$ cat config.mk
export PLATFORM = sky130hd
export DESIGN_NAME = mask_data_credit
export DESIGN_NICKNAME = d
export VERILOG_FILES = /design/src/rtl/mask_data_credit.sv
export SDC_FILE = /design/constraint.sdc
export NUM_CORES = 1
export LEC_CHECK = 0
export ABC_CLOCK_PERIOD_IN_PS = 9300
export CAP_MARGIN = 40
export CORE_MARGIN = 5
export CORE_UTILIZATION = 35
export CTS_BUF_LIST = sky130_fd_sc_hd__clkbuf_16
export DETAILED_ROUTE_END_ITERATION = 12
export PLACE_DENSITY = 0.7
export SETUP_SLACK_MARGIN = 0.3
export SYNTH_ARGS = -nofsm -noshare
export SYNTH_HDL_FRONTEND = slang
export SYNTH_SLANG_ARGS = --single-unit
$ cat constraint.sdc
create_clock -name clk -period 9.3 [get_ports clk]
set_input_delay 1.86 -clock clk [delete_from_list [all_inputs] [get_ports clk]]
set_output_delay 1.86 -clock clk [all_outputs]
set_load 0.02 [all_outputs]
$ cat src/rtl/mask_data_credit.sv
// Byte-mask stage with a credit counter: each accepted beat either has its keep
// vector trimmed to the available credits (MODE 0) or waits for credits (MODE 1).
module mask_data_credit #(
    parameter int BUSBYTEWIDTH = 16,
    parameter int CREDITMAX    = 32,
    parameter int CREDITINIT   = 32,
    parameter int MODE         = 0,
    localparam int CW          = $clog2(CREDITMAX + 1)
) (
    input  logic                      clk,
    input  logic                      reset,
    input  logic                      credretvld,
    input  logic [CW-1:0]             credret,
    input  logic                      businvld,
    output logic                      businrdy,
    input  logic [BUSBYTEWIDTH-1:0]   businkeep,
    input  logic [BUSBYTEWIDTH*8-1:0] busin,
    input  logic                      businlast,
    output logic                      busoutvld,
    input  logic                      busoutrdy,
    output logic [BUSBYTEWIDTH-1:0]   busoutkeep,
    output logic [BUSBYTEWIDTH*8-1:0] busout,
    output logic                      busoutlast,
    output logic                      busouttrunc,
    output logic [CW-1:0]             credits,
    output logic                      credovf
);

    localparam logic [CW:0] CMAX = (CW+1)'(CREDITMAX);

    logic [CW-1:0]           pcnt;
    logic [CW-1:0]           rank;
    logic [BUSBYTEWIDTH-1:0] keep_mask;
    logic [BUSBYTEWIDTH-1:0] keep_next;
    logic                    trunc_next;
    logic [CW-1:0]           consumed;
    logic                    rdy_base;
    logic                    accept;
    logic [CW:0]             sum;

    // Keep only set bits whose rank is below the registered credit count
    always_comb begin
        pcnt      = '0;
        rank      = '0;
        keep_mask = '0;
        for (int i = 0; i < BUSBYTEWIDTH; i++) begin
            if (businkeep[i]) begin
                if (rank < credits)
                    keep_mask[i] = 1'b1;
                rank = rank + CW'(1);
                pcnt = pcnt + CW'(1);
            end
        end
    end

    always_comb begin
        rdy_base = !busoutvld || busoutrdy;
        if (MODE == 0) begin
            businrdy   = rdy_base;
            keep_next  = keep_mask;
            trunc_next = (keep_mask != businkeep);
            consumed   = (credits < pcnt) ? credits : pcnt;
        end else begin
            businrdy   = rdy_base && (credits >= pcnt);
            keep_next  = businkeep;
            trunc_next = 1'b0;
            consumed   = pcnt;
        end
        accept = businvld && businrdy;
    end

    // consumed never exceeds credits, so the difference cannot wrap
    always_comb begin
        sum = {1'b0, credits};
        if (accept)
            sum = sum - {1'b0, consumed};
        if (credretvld)
            sum = sum + {1'b0, credret};
    end

    always_ff @(posedge clk or posedge reset) begin
        if (reset) begin
            busoutvld   <= 1'b0;
            busoutkeep  <= '0;
            busout      <= '0;
            busoutlast  <= 1'b0;
            busouttrunc <= 1'b0;
        end else if (accept) begin
            busoutvld   <= 1'b1;
            busoutkeep  <= keep_next;
            busout      <= busin;
            busoutlast  <= businlast;
            busouttrunc <= trunc_next;
        end else if (busoutrdy) begin
            busoutvld   <= 1'b0;
        end
    end

    always_ff @(posedge clk or posedge reset) begin
        if (reset) begin
            credits <= CW'(CREDITINIT);
            credovf <= 1'b0;
        end else if (sum > CMAX) begin
            credits <= CW'(CREDITMAX);
            credovf <= 1'b1;
        end else begin
            credits <= sum[CW-1:0];
        end
    end

endmodule

==> summary.md <==
| Metric | Value |
|---|---|
| Max Slew Vio Count | `0` |
| FMAX | `78.8 MHz` |
| FF-to-FF End | `credits[3]` |
| Worst r2r path cells | `25` |
| CP max stage cell | `or3_4` |
| CP Class | `input pin to flop` |
| Area added between synthesis and finish | `63.7%` |
| Ports | `311` |
| Multi-input logic area | `6770 µm²` |
| H-tree depth | `4` |
| First-pass GRT wire length | `57,300 µm` |
| Die height | `182 µm` |
| Critical Path End Type | `flop` |
| Synth Area in Adders | `11.9%` |
| Power density over the cells | `370 nW/µm²` |
| Failing checks | `negative setup slack` |
| Core Footprint | `28,900 µm²` |
| Worst-Margin Slew | `0.842 ns` |
| Cell Area, Synth | `10,300 µm²` |
| FF/Latch Area | `3850 µm²` |
| Seq/Total Area, Yosys | `37.4%` |
| Syn Inst Count | `1,238` |
| Via density | `4.87` |
| Largest net degree at the start of global routing | `83` |
| Hold Buf Count CTS | `0` |
| DR pass1 iterations | `5` |
| CTS tree | `done` |
| Compound-gate portion of the synthesized area | `11.0%` |
| Min Tclk post-route | `12.69 ns` |
| Gr usage total | `21.4%` |
| Final worst setup slack | `-3.39 ns` |
| Placed Area | `15,500 µm²` |
| FILL cells | `2,449` |
| FFs w/ async S/R, synth | `100%` |
| Clock tree buffer depth | `2` |
| Vias in the first global route | `10,628` |
| #FFs+latches synth | `154` |
| Final Cell Area | `16,900 µm²` |
| GR Overflow Total | `0` |
| # nets final | `2,001` |
| Initial drt markers | `600` |
| Multiplexer share of the synthesized area | `1.46%` |
| Status | `complete, but fails checks` |
| Main synth FF type | `dfrtp_1` |
| Leakage | `8.02 nW` |
| Antenna diodes | `0` |
| Setup crit start kind | `input pin` |
| Clock Skew | `0.0109 ns` |
| Max-slew headroom at the worst pin | `43.9%` |
| Distinct cell type count after synthesis | `75` |
| Root Buffer Master | `clkbuf_16` |
| Most frequent cells in the layout | `nand2_1 (455), clkdlybuf4s50_1 (307), buf_4 (208), dfrtp_1 (153), ha_1 (84)` |
| Die Width | `182 µm` |
| Critical Path RT | `9.61 ns` |
| Pwr Total | `0.00625 W` |
| Hold_sp | `busout[108]` |
| Initial antenna violation count | `1` |
| Simple-gate portion of the synthesized area | `25.4%` |
| Crit path from | `businkeep[1]` |
| Total number of vias | `10,455` |
| Main combinational cell family by area after synthesis | `simple AND/OR/NAND/NOR gates` |
| Starting Density | `35.6%` |
| FF-to-FF Start | `credits[3]` |
| Final hold slack | `0.474 ns` |
| Hold EP | `busout[108]` |
| Worst-path maximum fanout | `12` |
| Routability cong. | `0.902` |
| Largest stage delay, worst path | `0.35 ns` |
| CP dominant cell by count | `ha_4` |
| Cts bufs inserted | `17` |
| Clock Latency Late Sink | `0.43 ns` |
| Post-synthesis xor/xnor area fraction | `9.29%` |
| Setup violations, final | `10` |
| Detailed placement HPWL | `27,200 µm` |
| EDFF count, synth | `0` |
| Worst-path clk slew | `0.07 ns` |
| Share of cells above drive strength 1 | `22.4%` |
| Wirelength, routed | `36,500 µm` |
| Hold path cells | `2` |
| Max-cap viol count | `0` |
| Flop2flop setup slack | `4.43 ns` |
| Hold Fails Final Rpt | `0` |
| Fin crit share | `136%` |
| WL/cell | `17.0 µm` |
| CTS sink cnt | `154` |
| Hold Crit Class | `flop to flop` |
| Die area | `33,000 µm²` |
| Synth warnings | `0` |
| Remaining DRCs | `0` |
| Syn_area_per_cell | `8.33 µm²` |
| Routed Antenna Nets | `0` |
| RSZ-0062 raised after global routing | `true` |
| Worst VDD drop | `0.327 mV` |
| Leading cell type in the layout, fill and taps excluded | `nand2_1` |
| Worst path arrival time | `13.00 ns` |
| Row cnt | `62` |
| I/O Buffers | `310` |
routing by layer:
layer / GRT usage (%) / routed length (µm) / up-vias
li1: - / - / 5135
met4: 6.84 / 999 / 2
met5: 0 / 20 / -
met1: 25.7 / 15000 / 4938
met2: 39.3 / 18700 / 320
met3: 3.24 / 1760 / 60
registers in the layout (all words and copies together) (netlist names):
register,flops
busouttrunc,1
busoutkeep,16
busoutlast,1
credits,6
busoutvld,1
credovf,1
busout,128
power by group:
group	total (W)	internal (W)	switching [W]
sequential	0.000868	0.000784	0.0000839
combinational	0.00465	0.00245	0.00220
clock	0.000731	0.000390	0.000341
synthesized netlist by cell type (all sizes together) (2+ instances only):
library cell  number  area [µm²]
a21o               7        52.6
nor4              11        68.8
a221oi             2        17.5
nor3              11        55.1
nand3             12        60.1
mux2i              6        60.1
fa                 2        40.0
mux2               8        90.1
nand3b             3        22.5
o21ai             65         325
inv               39         146
o21bai             3        22.5
nand2b            30         188
and3               5        36.3
nand2            461        1740
a22oi              3        27.5
nor2              32         120
or3                5        31.3
o32ai              2        17.5
and2               6        37.5
or4                2        15.0
xnor3              5         118
dfrtp            153        3830
buf               12        51.3
clkbuf            43         163
nor2b             18         113
o211ai             5        37.5
xor2              20         239
o21a              14         105
a2111oi            5        43.8
xnor2             58         602
nand4b             2        17.5
nand4              6        43.8
or2                4        25.0
a311oi             2        17.5
a31oi              5        31.3
ha                94        1180
o31ai             11        82.6
nor3b              3        22.5
a21oi             37         185
a21boi             6        45.0
area by class of cell:
type,count,area share (%)
flip-flops and latches,154,22.8
well taps,384,2.85
clock inverters,15,1.13
inverters,40,0.986
repair buffers,543,29.6
multi-input cells,993,40.1
clock buffers,17,2.52
kinds of logic (layout without fill, tap and decap cells):
kind of cell,after synthesis,after routing
multiplexers,14,14
AND/OR/NAND/NOR,614,614
flip-flops,154,154
adder cells (fa/ha/maj),97,97
AO/OA/AOI/OAI,180,180
XOR/XNOR,83,83
other,1,5
buffers and inverters,95,615
critical path, delay by kind of cell:
kind	cells	cell delay, ns
fa+ha+maj	10	2.56
mux	5	0.92
buf+inv	9	0.99
xor+xnor	5	0.83
compound gates	27	3.71
simple gates	17	2.10
timing repair:
item                       in CTS  in global routing
setup endpoints to repair      12                 12
gates resized for setup        49                 71
setup buffers                  26                 16
hold endpoints to repair        0                  0
pin swaps                      29                 62
per-stage QoR:
step	utilization (%)	instances	setup WS (ns)	TNS [ns]
floorplan	-	1242	-3.43	-23.71
global placement	53.2	2070	-3.93	-29.70
detailed placement	53.4	2072	-4.41	-34.70
CTS	56.7	2130	-3.31	-23.48
global route	58.4	2146	-4.02	-30.64
finish	58.4	2146	-3.39	-24.42
worst max-delay path by stage:
stage | end | cells after the start | slack (ns)
floorplan | credits[1] | 70 | -3.43
global placement | credits[1] | 67 | -3.93
detailed placement | credits[1] | 63 | -4.41
CTS | credits[1] | 71 | -3.31
global route | credits[3] | 73 | -4.02
finish | credits[3] | 73 | -3.39
No activity file was read; power rests on OpenSTA's default activity.
